File: src/rtl/sysid_probe_ctrl.sv
// Probes an Avalon-MM sysid slave: reads the ID and timestamp words, compares them
// against the expected values, and retries on a mismatch or a read timeout.
module sysid_probe_ctrl #(
  parameter logic [31:0] EXPECTED_ID    = 32'd2899645186,
  parameter logic [31:0] EXPECTED_TS    = 32'd1444304653,
  parameter int unsigned TIMEOUT_CYCLES = 255,
  parameter int unsigned MAX_RETRIES    = 3
) (
  input  logic        clock,
  input  logic        reset,
  input  logic        start,
  output logic        avm_address,
  output logic        avm_read,
  input  logic        avm_waitrequest,
  input  logic [31:0] avm_readdata,
  output logic        busy,
  output logic        done,
  output logic        pass,
  output logic        fail,
  output logic        timeout_err,
  output logic [31:0] id_value,
  output logic [31:0] ts_value,
  output logic [1:0]  retry_cnt
);

  localparam int unsigned WAIT_W  = 16;
  localparam int unsigned DATA_W  = 32;
  localparam int unsigned RETRY_W = 2;

  localparam logic [WAIT_W-1:0]  TIMEOUT_LIM = WAIT_W'(TIMEOUT_CYCLES);
  localparam logic [RETRY_W-1:0] RETRY_LIM   = RETRY_W'(MAX_RETRIES);

  typedef enum logic [2:0] {
    IDLE  = 3'd0,
    RD_ID = 3'd1,
    RD_TS = 3'd2,
    CHECK = 3'd3,
    RETRY = 3'd4,
    DONE  = 3'd5
  } state_t;

  state_t              state_q, state_d;
  logic [WAIT_W-1:0]   wait_cnt_q, wait_cnt_d;
  logic                pass_d, fail_d, timeout_err_d;
  logic [RETRY_W-1:0]  retry_cnt_d;
  logic [DATA_W-1:0]   id_value_d, ts_value_d;
  logic                read_d, address_d, busy_d, done_d;
  logic                tmo_hit;

  // Stall with the counter already at the limit ends the read; a completion at the limit wins.
  assign tmo_hit = avm_waitrequest && (wait_cnt_q == TIMEOUT_LIM);

  // State and all registered outputs.
  always_ff @(posedge clock) begin
    if (reset) begin
      state_q     <= IDLE;
      wait_cnt_q  <= '0;
      avm_read    <= 1'b0;
      avm_address <= 1'b0;
      busy        <= 1'b0;
      done        <= 1'b0;
      pass        <= 1'b0;
      fail        <= 1'b0;
      timeout_err <= 1'b0;
      retry_cnt   <= '0;
      id_value    <= '0;
      ts_value    <= '0;
    end else begin
      state_q     <= state_d;
      wait_cnt_q  <= wait_cnt_d;
      avm_read    <= read_d;
      avm_address <= address_d;
      busy        <= busy_d;
      done        <= done_d;
      pass        <= pass_d;
      fail        <= fail_d;
      timeout_err <= timeout_err_d;
      retry_cnt   <= retry_cnt_d;
      id_value    <= id_value_d;
      ts_value    <= ts_value_d;
    end
  end

  // Next-state and next-output logic.
  always_comb begin
    state_d       = state_q;
    wait_cnt_d    = '0;
    pass_d        = pass;
    fail_d        = fail;
    timeout_err_d = timeout_err;
    retry_cnt_d   = retry_cnt;
    id_value_d    = id_value;
    ts_value_d    = ts_value;

    unique case (state_q)
      IDLE: begin
        if (start) begin
          pass_d        = 1'b0;
          fail_d        = 1'b0;
          timeout_err_d = 1'b0;
          retry_cnt_d   = '0;
          state_d       = RD_ID;
        end
      end
      RD_ID: begin
        if (!avm_waitrequest) begin
          id_value_d = avm_readdata;
          state_d    = RD_TS;
        end else if (tmo_hit) begin
          timeout_err_d = 1'b1;
          state_d       = RETRY;
        end else begin
          wait_cnt_d = wait_cnt_q + WAIT_W'(1);
        end
      end
      RD_TS: begin
        if (!avm_waitrequest) begin
          ts_value_d = avm_readdata;
          state_d    = CHECK;
        end else if (tmo_hit) begin
          timeout_err_d = 1'b1;
          state_d       = RETRY;
        end else begin
          wait_cnt_d = wait_cnt_q + WAIT_W'(1);
        end
      end
      CHECK: begin
        if ((id_value == EXPECTED_ID) && (ts_value == EXPECTED_TS)) begin
          pass_d  = 1'b1;
          state_d = DONE;
        end else begin
          state_d = RETRY;
        end
      end
      RETRY: begin
        if (retry_cnt < RETRY_LIM) begin
          retry_cnt_d = retry_cnt + RETRY_W'(1);
          state_d     = RD_ID;
        end else begin
          fail_d  = 1'b1;
          state_d = DONE;
        end
      end
      DONE:    state_d = IDLE;
      default: state_d = IDLE;
    endcase

    read_d    = (state_d == RD_ID) || (state_d == RD_TS);
    address_d = (state_d == RD_TS);
    busy_d    = (state_d != IDLE);
    done_d    = (state_d == DONE);
  end

endmodule

File: config.mk
export PLATFORM = sky130hd
export DESIGN_NAME = sysid_probe_ctrl
export DESIGN_NICKNAME = d
export VERILOG_FILES = /design/src/rtl/sysid_probe_ctrl.sv
export SDC_FILE = /design/constraint.sdc
export NUM_CORES = 1
export LEC_CHECK = 0
export CORE_AREA = 2 2 113 115
export DETAILED_ROUTE_END_ITERATION = 10
export DIE_AREA = 0 0 115 117
export PLACE_DENSITY = 0.54
export SLEW_MARGIN = 0
export SYNTH_ARGS = -nofsm -noshare
export SYNTH_HDL_FRONTEND = slang
export SYNTH_SLANG_ARGS = --single-unit
File: constraint.sdc
create_clock -name clock -period 2.4 [get_ports clock]
set_clock_uncertainty 0.05 [all_clocks]
set_input_delay 0.48 -clock clock [delete_from_list [all_inputs] [get_ports clock]]
set_output_delay 0.48 -clock clock [all_outputs]
set_load 0.02 [all_outputs]
==> results.txt <==
The Yosys warning count was 0; the routed wirelength normalized by instance count was 14.8 um. Buffers placed on the I/O ports in this run total 108. For this block, the via count after detailed routing is 3377. Data on the critical path is required at its endpoint by 2.62 ns. The first detailed-routing pass took 4 iterations. For the worst setup path, the data arrival time is 2.34 ns.

The floorplan has 41 rows. Most used flip-flop cell after synthesis: sky130_fd_sc_hd__dfxtp_1. The leakage power is 1.73 nW. In the synthesized netlist, the cells that appear most often are sky130_fd_sc_hd__nand2_1 (141), sky130_fd_sc_hd__dfxtp_1 (92), sky130_fd_sc_hd__a21oi_1 (67), sky130_fd_sc_hd__nor2_1 (33), sky130_fd_sc_hd__clkbuf_1 (23).

The clock net in this run drives a total of 92 sinks. Entering global routing, the biggest net connects 66 pins. The share of synthesized registers carrying an async set or reset works out to 0%. The clock passes through at most 2 buffers. The number of stages on the worst hold path was 2; the boundary pin count was 109. The met3 layer wire length in the routed design is 723 um, and the slew of the pin with the lowest slew margin is 0.392 ns. Headroom to the max-slew limit came out at 73.6%. The critical path goes through nand4b_1, nor4_1, nand4_1, or4_1, nand2_1, mux2i_1. The clock-pin transition on the worst setup and hold timing paths is 0.06 ns.

After detailed routing, the number of remaining DRC violations is 0. Final hold analysis gives a worst-case slack of 0.414 ns. The run gives 473 MHz as the achievable frequency. The first global-routing pass estimated 16400 um of wire. The growth of design area from synthesis to finish was 42.9%; the met2 routed wirelength was 4710 um.

sky130_fd_sc_hd__dfxtp_1 takes more of the synthesized area than any other cell. For this block, wires on met1 add up to 4970 um. For the number of global-route vias before repair, the log shows 3154.

Measured along the x axis, the die boundary spans 115 um. The final-layout fill cell count is 1234, and the number of flops mapped to enable cells by yosys is 0. The synthesized area per cell works out to 8.03 um^2. STA classifies the critical path endpoint as a flip-flop.

The routed design has 10500 um of wire. The post-layout minimum cycle time was 2.11 ns. Prior to clock tree synthesis, the placed netlist has a worst setup slack of 0.0272 ns. Summing all multi-input logic gate instances after layout gives 1650 um^2. Library cell used as clock root buffer: sky130_fd_sc_hd__clkbuf_16. The proportion of layout cells with a drive suffix above 1 is 6.60%, and the number of nets produced by synthesis is 489. The most common cell in the synthesized netlist is sky130_fd_sc_hd__nand2_1. After layout, the worst setup slack is 0.286 ns. Summed over all layers, the global routing overflow is 0.

The slowest stage of the critical path belongs to the cell sky130_fd_sc_hd__or4_1. Detailed placement ended at an HPWL of 7450 um. The initial antenna violation count is 0, and the total number of H-tree levels is 3. The logs give 3620 um^2 for the area of the mapped netlist and 16.0% for the total global-route track usage. The number of maximum-capacitance violations was 0; the fraction of post-synthesis cell area in the top cell type by area was 50.8%. The count of endpoints failing setup in the final report is 0. Setup repair after global routing left no endpoint under its margin. 0 antenna diodes ended up in the layout.

The number of synthesized register bits works out to 92. The share of the Yosys chip area taken by registers is 50.8%. The logs give 0 for the number of gates given a new drive strength after cts and 9 for the number of buffers created by CTS. The congestion estimate from routability-driven global placement came to 0.767.

The flow ran to the end, and the final reports show no timing, DRC or antenna violations. After synthesis, the netlist uses 46 different library cells. The die is 117 um tall.

After detailed routing, no signal wire sits above met4. The largest fanout of any net on the critical path is 3, and the worst-case reg-to-reg path depth is 6. Class of the worst hold path: reg -> reg. IR analysis of the VDD net gives a maximum drop of 0.000283 V. TritonCTS built the clock tree.

The standard cell core area came out at 12300 um^2. The number of nets in the finished design was 595. The run gives 0 as the total of hold buffers inserted after clock tree synthesis.

Sorting the synthesized cells by area gives the leading types as sky130_fd_sc_hd__dfxtp_1 (51%), sky130_fd_sc_hd__nand2_1 (15%), sky130_fd_sc_hd__a21oi_1 (9.3%). Adding up every negative setup slack in the final design gives 0 ns. After layout, the worst path uses 88.1% of the clock period.

Count of final max-slew check failures: 0. STA classifies the critical path startpoint as a flip-flop. Once layout is complete, the utilization of the core stands at 42.1%. The count of nets left with antenna violations once routing finished came out at 0. In the routed layout, each cell is associated on average with a via count of 4.75. Number of setup buffers added after CTS: 0. The floorplan step defined a die boundary enclosing 13500 um^2. For this block, the initial DRC count from the detailed router was 227.

Once the floorplan was initialized, standard cells occupied 29.4% of the core. The largest stage delay on the critical path was 0.66 ns; the total area of sequential cells was 1840 um^2. For the worst-skew pair, the clock arrives at the later sink with an insertion delay of 0.34 ns.

Final count of hold timing violations: 0. The worst setup path is of the reg -> reg kind. Counting every instance in the synthesized netlist gives 451. Power spread over the standard cell area amounts to 723 nW/um^2.
-- metrics by stage --
step / std cells / total power, mW / cell area, um^2
CTS: 711 / 3.80 / 5180
detailed placement: 696 / 2.40 / 4890
global placement: 696 / 2.40 / 4890
finish: 711 / 3.75 / 5180
global route: 711 / 3.93 / 5180
floorplan: 451 / 2.07 / 3620
-- per-layer routing --
metal,track usage (%),vias to the layer above
li1,-,1719
met1,21.1,1564
met2,24.9,86
met3,4.58,8
met4,6.02,0
met5,0,-
-- logic make-up (layout without fill, tap and decap cells) --
family          after synthesis  after routing  share of synthesized area (%)
xor+xnor                     14             14                           3.38
flops                        92             92                           50.8
simple gates                224            224                           27.8
compound gates               84             84                           12.7
buf+inv                      33            143                           4.04
mux                           2              2                          0.587
fa+ha+maj                     2              2                          0.690
-- layout by cell type (no fill, tap or decap), types with 3 or more instances in the layout --
cell type | synthesis | layout
sky130_fd_sc_hd__a21oi_1 | 67 | 67
sky130_fd_sc_hd__a22oi_1 | 3 | 3
sky130_fd_sc_hd__buf_4 | 2 | 13
sky130_fd_sc_hd__clkbuf_16 | 0 | 9
sky130_fd_sc_hd__clkdlybuf4s50_1 | 0 | 107
sky130_fd_sc_hd__dfxtp_1 | 92 | 92
sky130_fd_sc_hd__inv_1 | 5 | 5
sky130_fd_sc_hd__nand2_1 | 141 | 141
sky130_fd_sc_hd__nand3_1 | 6 | 6
sky130_fd_sc_hd__nand4_1 | 5 | 5
sky130_fd_sc_hd__nand4b_1 | 4 | 4
sky130_fd_sc_hd__nor2_1 | 33 | 33
sky130_fd_sc_hd__nor3_1 | 5 | 4
sky130_fd_sc_hd__nor4_1 | 6 | 6
sky130_fd_sc_hd__nor4b_1 | 3 | 3
sky130_fd_sc_hd__nor4bb_1 | 4 | 4
sky130_fd_sc_hd__o21ai_0 | 4 | 4
sky130_fd_sc_hd__xnor2_1 | 7 | 7
sky130_fd_sc_hd__xor2_1 | 7 | 7
-- cell type report --
| cell class | instances | share of cell area [%] |
|---|---|---|
| clock buffer | 11 | 4.49 |
| clock inverter | 4 | 0.991 |
| inverter | 6 | 0.435 |
| multi-input combinational | 326 | 31.8 |
| sequential | 92 | 35.6 |
| tap | 150 | 3.62 |
| timing repair buffer | 122 | 23.0 |
-- worst max-delay path, delay by kind of cell, from the launching register on --
kind          cells  cell delay [ns]
flops             1             0.32
mux               1             0.18
simple gates      5             1.49
-- flip-flops by register name (all words and copies together) (netlist names) --
| register | cells |
|---|---|
| done | 1 |
| wait_cnt_q | 16 |
| pass | 1 |
| avm_read | 1 |
| avm_address | 1 |
| ts_value | 32 |
| timeout_err | 1 |
| retry_cnt | 2 |
| busy | 1 |
| state_q | 3 |
| fail | 1 |
| id_value | 32 |
-- where the power goes --
part / total (mW) / switching, mW / internal, mW
Sequential: 1.68 / 0.0659 / 1.61
Combinational: 0.678 / 0.371 / 0.307
Clock: 1.39 / 0.584 / 0.802
-- final timing paths --
| check | startpoint | end | slack [ns] |
|---|---|---|---|
| setup / recovery | ts_value[4]$_SDFFE_PP0P_ | avm_read$_SDFF_PP0_ | 0.29 |
| hold / removal | id_value[21]$_SDFFE_PP0P_ | id_value[21]$_SDFFE_PP0P_ | 0.41 |
| setup reg to reg | ts_value[4]$_SDFFE_PP0P_ | avm_read$_SDFF_PP0_ | 0.29 |
| hold reg to reg | id_value[21]$_SDFFE_PP0P_ | id_value[21]$_SDFFE_PP0P_ | 0.41 |
No activity file was read; power rests on OpenSTA's default activity.
